### src/rtl/poets_stream_framer_if.sv
// Host word link plus Avalon-ST output bundle for poets_stream_framer.
// master: the framer side; slave: the host/sink environment side.
interface poets_stream_framer_if;
  logic        host_in_valid;
  logic [31:0] host_in_data;
  logic        host_in_ready;
  logic        stream_out_valid;
  logic [31:0] stream_out_data;
  logic        stream_out_startofpacket;
  logic        stream_out_endofpacket;
  logic [1:0]  stream_out_empty;
  logic        stream_out_ready;

  modport master (
    input  host_in_valid, host_in_data, stream_out_ready,
    output host_in_ready, stream_out_valid, stream_out_data,
           stream_out_startofpacket, stream_out_endofpacket, stream_out_empty
  );

  modport slave (
    output host_in_valid, host_in_data, stream_out_ready,
    input  host_in_ready, stream_out_valid, stream_out_data,
           stream_out_startofpacket, stream_out_endofpacket, stream_out_empty
  );
endinterface

### src/rtl/poets_stream_framer.sv
// Frames a length-prefixed host word stream into Avalon-ST packets for the
// POETS stream_in port; malformed headers are swallowed and counted.
module poets_stream_framer #(
  parameter int unsigned MAX_BYTES = 1024
) (
  input  logic                 clk_clk,
  input  logic                 reset_reset,
  poets_stream_framer_if.master bus,
  output logic [15:0]          err_count,
  output logic                 busy
);

  typedef enum logic [1:0] {HDR, PAYLOAD, DROP} state_t;

  localparam logic [16:0] MAX_LEN = 17'(MAX_BYTES);

  state_t      state, state_next;
  logic [16:0] remaining;
  logic [1:0]  tail;
  logic        first;

  logic [15:0] len;
  logic [16:0] words;
  logic        hdr_zero, hdr_big;
  logic        in_ready, accept, last_word, load;
  logic [1:0]  eop_empty;
  logic        unused_hdr_hi;

  assign unused_hdr_hi = ^bus.host_in_data[31:16];

  always_comb begin
    len      = bus.host_in_data[15:0];
    words    = ({1'b0, len} + 17'd3) >> 2;
    hdr_zero = (len == 16'd0);
    hdr_big  = ({1'b0, len} > MAX_LEN);
  end

  // In HDR the header is taken regardless of the output register, so a new
  // header may overlap the previous packet's eop word still waiting there.
  always_comb begin
    in_ready = 1'b1;
    if (state == PAYLOAD)
      in_ready = !bus.stream_out_valid || bus.stream_out_ready;
  end

  assign bus.host_in_ready = in_ready;
  assign accept    = bus.host_in_valid && in_ready;
  assign last_word = (remaining == 17'd1);
  assign load      = (state == PAYLOAD) && accept;

  always_comb begin
    case (tail)
      2'd1:    eop_empty = 2'd3;
      2'd2:    eop_empty = 2'd2;
      2'd3:    eop_empty = 2'd1;
      default: eop_empty = 2'd0;
    endcase
  end

  always_ff @(posedge clk_clk) begin
    if (reset_reset) state <= HDR;
    else             state <= state_next;
  end

  always_comb begin
    state_next = state;
    case (state)
      HDR: begin
        if (accept) begin
          if (hdr_big)        state_next = DROP;
          else if (!hdr_zero) state_next = PAYLOAD;
        end
      end
      PAYLOAD, DROP: begin
        if (accept && last_word) state_next = HDR;
      end
      default: state_next = HDR;
    endcase
  end

  always_ff @(posedge clk_clk) begin
    if (reset_reset) begin
      remaining                    <= '0;
      tail                         <= '0;
      first                        <= 1'b0;
      err_count                    <= '0;
      bus.stream_out_valid         <= 1'b0;
      bus.stream_out_data          <= '0;
      bus.stream_out_startofpacket <= 1'b0;
      bus.stream_out_endofpacket   <= 1'b0;
      bus.stream_out_empty         <= '0;
    end else begin
      if (state == HDR && accept) begin
        if (!hdr_zero) remaining <= words;
        if (!hdr_zero && !hdr_big) begin
          tail  <= len[1:0];
          first <= 1'b1;
        end
        if ((hdr_zero || hdr_big) && err_count != '1)
          err_count <= err_count + 16'd1;
      end

      if (state != HDR && accept)
        remaining <= remaining - 17'd1;

      if (load) begin
        first                        <= 1'b0;
        bus.stream_out_valid         <= 1'b1;
        bus.stream_out_data          <= bus.host_in_data;
        bus.stream_out_startofpacket <= first;
        bus.stream_out_endofpacket   <= last_word;
        bus.stream_out_empty         <= last_word ? eop_empty : 2'd0;
      end else if (bus.stream_out_valid && bus.stream_out_ready) begin
        bus.stream_out_valid <= 1'b0;
      end
    end
  end

  assign busy = (state != HDR) || bus.stream_out_valid;

endmodule

### src/flat_wrapper.sv
// flat-port wrapper written by rule: the top's interface ports become plain ports
module poets_stream_framer_flat 
#(
  parameter int unsigned MAX_BYTES = 1024
)
  (clk_clk, reset_reset, err_count, busy, bus_host_in_valid, bus_host_in_data, bus_stream_out_ready, bus_host_in_ready, bus_stream_out_valid, bus_stream_out_data, bus_stream_out_startofpacket, bus_stream_out_endofpacket, bus_stream_out_empty);
  poets_stream_framer_if bus_i ();
  input  logic clk_clk;
  input  logic reset_reset;
  output logic [15:0] err_count;
  output logic busy;
  input wire logic [$bits(bus_i.host_in_valid)-1:0] bus_host_in_valid;
  input wire logic [$bits(bus_i.host_in_data)-1:0] bus_host_in_data;
  input wire logic [$bits(bus_i.stream_out_ready)-1:0] bus_stream_out_ready;
  output wire logic [$bits(bus_i.host_in_ready)-1:0] bus_host_in_ready;
  output wire logic [$bits(bus_i.stream_out_valid)-1:0] bus_stream_out_valid;
  output wire logic [$bits(bus_i.stream_out_data)-1:0] bus_stream_out_data;
  output wire logic [$bits(bus_i.stream_out_startofpacket)-1:0] bus_stream_out_startofpacket;
  output wire logic [$bits(bus_i.stream_out_endofpacket)-1:0] bus_stream_out_endofpacket;
  output wire logic [$bits(bus_i.stream_out_empty)-1:0] bus_stream_out_empty;
  assign bus_i.host_in_valid = bus_host_in_valid;
  assign bus_i.host_in_data = bus_host_in_data;
  assign bus_i.stream_out_ready = bus_stream_out_ready;
  assign bus_host_in_ready = bus_i.host_in_ready;
  assign bus_stream_out_valid = bus_i.stream_out_valid;
  assign bus_stream_out_data = bus_i.stream_out_data;
  assign bus_stream_out_startofpacket = bus_i.stream_out_startofpacket;
  assign bus_stream_out_endofpacket = bus_i.stream_out_endofpacket;
  assign bus_stream_out_empty = bus_i.stream_out_empty;
  poets_stream_framer #(.MAX_BYTES(MAX_BYTES)) u_core (.clk_clk(clk_clk), .reset_reset(reset_reset), .bus(bus_i), .err_count(err_count), .busy(busy));
endmodule
### config.mk
export PLATFORM = sky130hd
export DESIGN_NAME = poets_stream_framer_flat
export DESIGN_NICKNAME = d
export VERILOG_FILES = /design/src/rtl/poets_stream_framer_if.sv /design/src/rtl/poets_stream_framer.sv /design/src/flat_wrapper.sv
export SDC_FILE = /design/constraint.sdc
export NUM_CORES = 1
export LEC_CHECK = 0
export CORE_MARGIN = 1
export CORE_UTILIZATION = 54
export CTS_CLUSTER_SIZE = 30
export DETAILED_ROUTE_END_ITERATION = 7
export GPL_TIMING_DRIVEN = 1
export PLACE_DENSITY = 0.95
export SLEW_MARGIN = 25
export SYNTH_ARGS = -nofsm -noshare
export SYNTH_HDL_FRONTEND = slang
export SYNTH_SLANG_ARGS = --single-unit
### constraint.sdc
create_clock -name clk_clk -period 5.5 [get_ports clk_clk]
set_input_delay 1.375 -clock clk_clk [delete_from_list [all_inputs] [get_ports clk_clk]]
set_output_delay 1.375 -clock clk_clk [all_outputs]
set_load 0.05 [all_outputs]
==> flow_metrics.tcl <==
set metrics [dict create \
    outcome "complete, no violations" \
    p_comb_frac 0.353 \
    place_area_mm2 0.004686 \
    synth_area_leaders "dfxtp_1 40%, a22o_1 7.4%, nand2_1 3.4%" \
    yosys.area.top_type "dfxtp_1" \
    slew-limit-headroom 0.4245 \
    clock_skew_ps 14.12 \
    switching_power_uw 677.4 \
    cts_tree "done" \
    finalWirelength_um 10610 \
    rsz0062_at_grt "false" \
    final_nets 547 \
    rows 30 \
    io_buffers 90 \
    synth.distinct_cells 57 \
    syn_to_final_growth_pct 30.07 \
    htreeDepth 3 \
    post_cts_buffers 0 \
    viasPerCell 6.155 \
    grt_max_degree 45 \
    drv_cap 0 \
    setup_viol 0 \
    final_cell_area_mm2 0.004920 \
    hold_buffers 0 \
    cts.repair.resized 0 \
    drtIter0Drc 428 \
    pwr-share-seq 0.372 \
    grt_pass1_vias 3559 \
    ant_nets 0 \
    dieArea_mm2 0.007343 \
    cts.clk_slew.worst_paths_ps 80 \
    die_w_um 85.69 \
    async_reset_ff_frac 0 \
    swShare 0.3805 \
    vdd_ir_drop_max_v 0.0002050 \
    core_area_mm2 0.006794 \
    cp.arrival_ps 2990 \
    cts_buffer_depth 2 \
    die_h_um 85.69 \
    cts_buffers 9 \
    hold_class "reg -> reg" \
    synth_top_cell_area_share 0.3970 \
    crit_type "in -> out" \
    grt.overflow.total 0 \
    layout_common_cells "90 x clkdlybuf4s50_1, 75 x dfxtp_1, 34 x nand2_1" \
    period_needed_ps 4360 \
    final.setup.tns_ps 0 \
    intPower_uw 1103 \
    finalCritPeriodShare 0.7928 \
    crit_path_start_kind "primary input" \
    vias 3724 \
    path_max_fanout 9 \
    powerDensity_mw_per_mm2 361.9 \
    clk_latency_ps 360 \
    hold_viol 0 \
    drive_above_1_share 0.08644 \
    drc 0 \
    crit_required_ps 4120 \
    synthesis.instances 425 \
    syn_avg_cell_area_um2 8.900 \
    n_antenna_cell 0 \
    clock-sinks 75 \
    grt_pass1_wl_um 17130 \
    ioPinCount 91 \
    grtUsageTotal 0.2950 \
    hpwl_um 7166 \
    ys_ff_latch 75 \
    hold_ws_ps 459.0 \
    finalMaxSlewViolations 0 \
    syn_area_mm2 0.003782 \
    dp_slack_ps 1146 \
    synth-edff-count 0 \
    grt_antenna_before_repair 0 \
    start_util 0.5567 \
    wl_per_cell_um 17.54 \
    cp-end-kind "output port" \
    gp_congestion 0.9082 \
    tightestPinTransition_ps 860.5 \
    fmax_mhz 229.3 \
    p_leak_uw 0.001739 \
    cts_root_buffer "clkbuf_8" \
    synthFlopType "dfxtp_1" \
    firstDrtPassIters 6 \
    postLayoutSetupSlackWorst_ps 1140 \
    synth_fp_nets 468 \
    final_common_cell "clkdlybuf4s50_1" \
    pwr-share-clk 0.275 \
    ys_seq_area_frac 0.3970 \
    ys.warnings.count 0 \
]
## critical path: stages
cell	delay, ps
clkdlybuf4s50_1	460
nand3b_1	270
clkdlybuf4s50_1	870
## area by class of cell
| class | count | area, um^2 |
|---|---|---|
| multi-input cells | 310 | 2091 |
| fillers | 481 | 1874 |
| flip-flops and latches | 75 | 1501 |
| repair buffers | 93 | 923.4 |
| clock buffers | 12 | 155.1 |
| well taps | 96 | 120.1 |
| clock inverters | 4 | 72.57 |
| inverters | 15 | 56.30 |
## synth_stat cells, drive strengths merged (5+ instances only)
cell type  number
nor2           30
nand2          34
nor4           17
o21ai          18
nand3          12
or4            10
a22o           33
dfxtp          75
nor3           13
ha              7
o31ai           8
mux2            7
xor2            5
nand4          12
nand3b          5
clkbuf         20
or3             6
xnor2           7
mux2i           6
nor2b           6
o211ai          5
a31oi           7
and3            5
inv            15
a21oi          22
## kinds of logic after synthesis
kind of cell | after synthesis | share of synthesized area
mux | 13 | 0.03672
fa+ha+maj | 7 | 0.02315
buf+inv | 40 | 0.05491
compound gates | 116 | 0.2250
flops | 75 | 0.3970
xor+xnor | 12 | 0.02779
simple gates | 162 | 0.2355
## power groups by stage
stage	combinational, uW	sequential (uW)	clock [uW]
finish	629	662	490
floorplan	325	771	0
global route	669	667	518
CTS	619	659	487
detailed placement	610	668	0
global placement	589	663	0
## routing by layer
layer | global-route usage | wire length (um)
met1 | 0.3486 | 4338
met2 | 0.5055 | 5270
met3 | 0.06930 | 686
met4 | 0.1409 | 314
met5 | 0 | 0
## final timing paths
| kind | from | endpoint | slack (ps) | cells past startpoint |
|---|---|---|---|---|
| worst max-delay path | bus_stream_out_ready | bus_host_in_ready | 1140 | 3 |
| worst min-delay path | u_core.bus.stream_out_endofpacket$_SDFFE_PP0P_ | u_core.bus.stream_out_endofpacket$_SDFFE_PP0P_ | 460 | 2 |
| worst max register to register | u_core.state[1]$_SDFFE_PP0P_ | u_core.remaining[2]$_SDFFE_PP0P_ | 2780 | 7 |
| worst min register to register | u_core.bus.stream_out_endofpacket$_SDFFE_PP0P_ | u_core.bus.stream_out_endofpacket$_SDFFE_PP0P_ | 460 | 2 |
## per-stage QoR
step                utilization  total power, uW  instances
finish                   0.7241             1781        605
global route             0.7241             1854        605
CTS                      0.7232             1764        605
detailed placement       0.6897             1278        589
global placement         0.6897             1251        589
floorplan                     -             1097        425
## registers in the layout, summed over array words and instances (netlist names)
| signal | cells |
|---|---|
| u_core.bus.stream_out_startofpacket | 1 |
| u_core.bus.stream_out_data | 32 |
| u_core.state | 2 |
| u_core.bus.stream_out_endofpacket | 1 |
| u_core.err_count | 16 |
| u_core.remaining | 17 |
| u_core.bus.stream_out_empty | 2 |
| u_core.first | 1 |
| u_core.tail | 2 |
| u_core.bus.stream_out_valid | 1 |
Note: power is estimated with default switching activity, not from simulation.
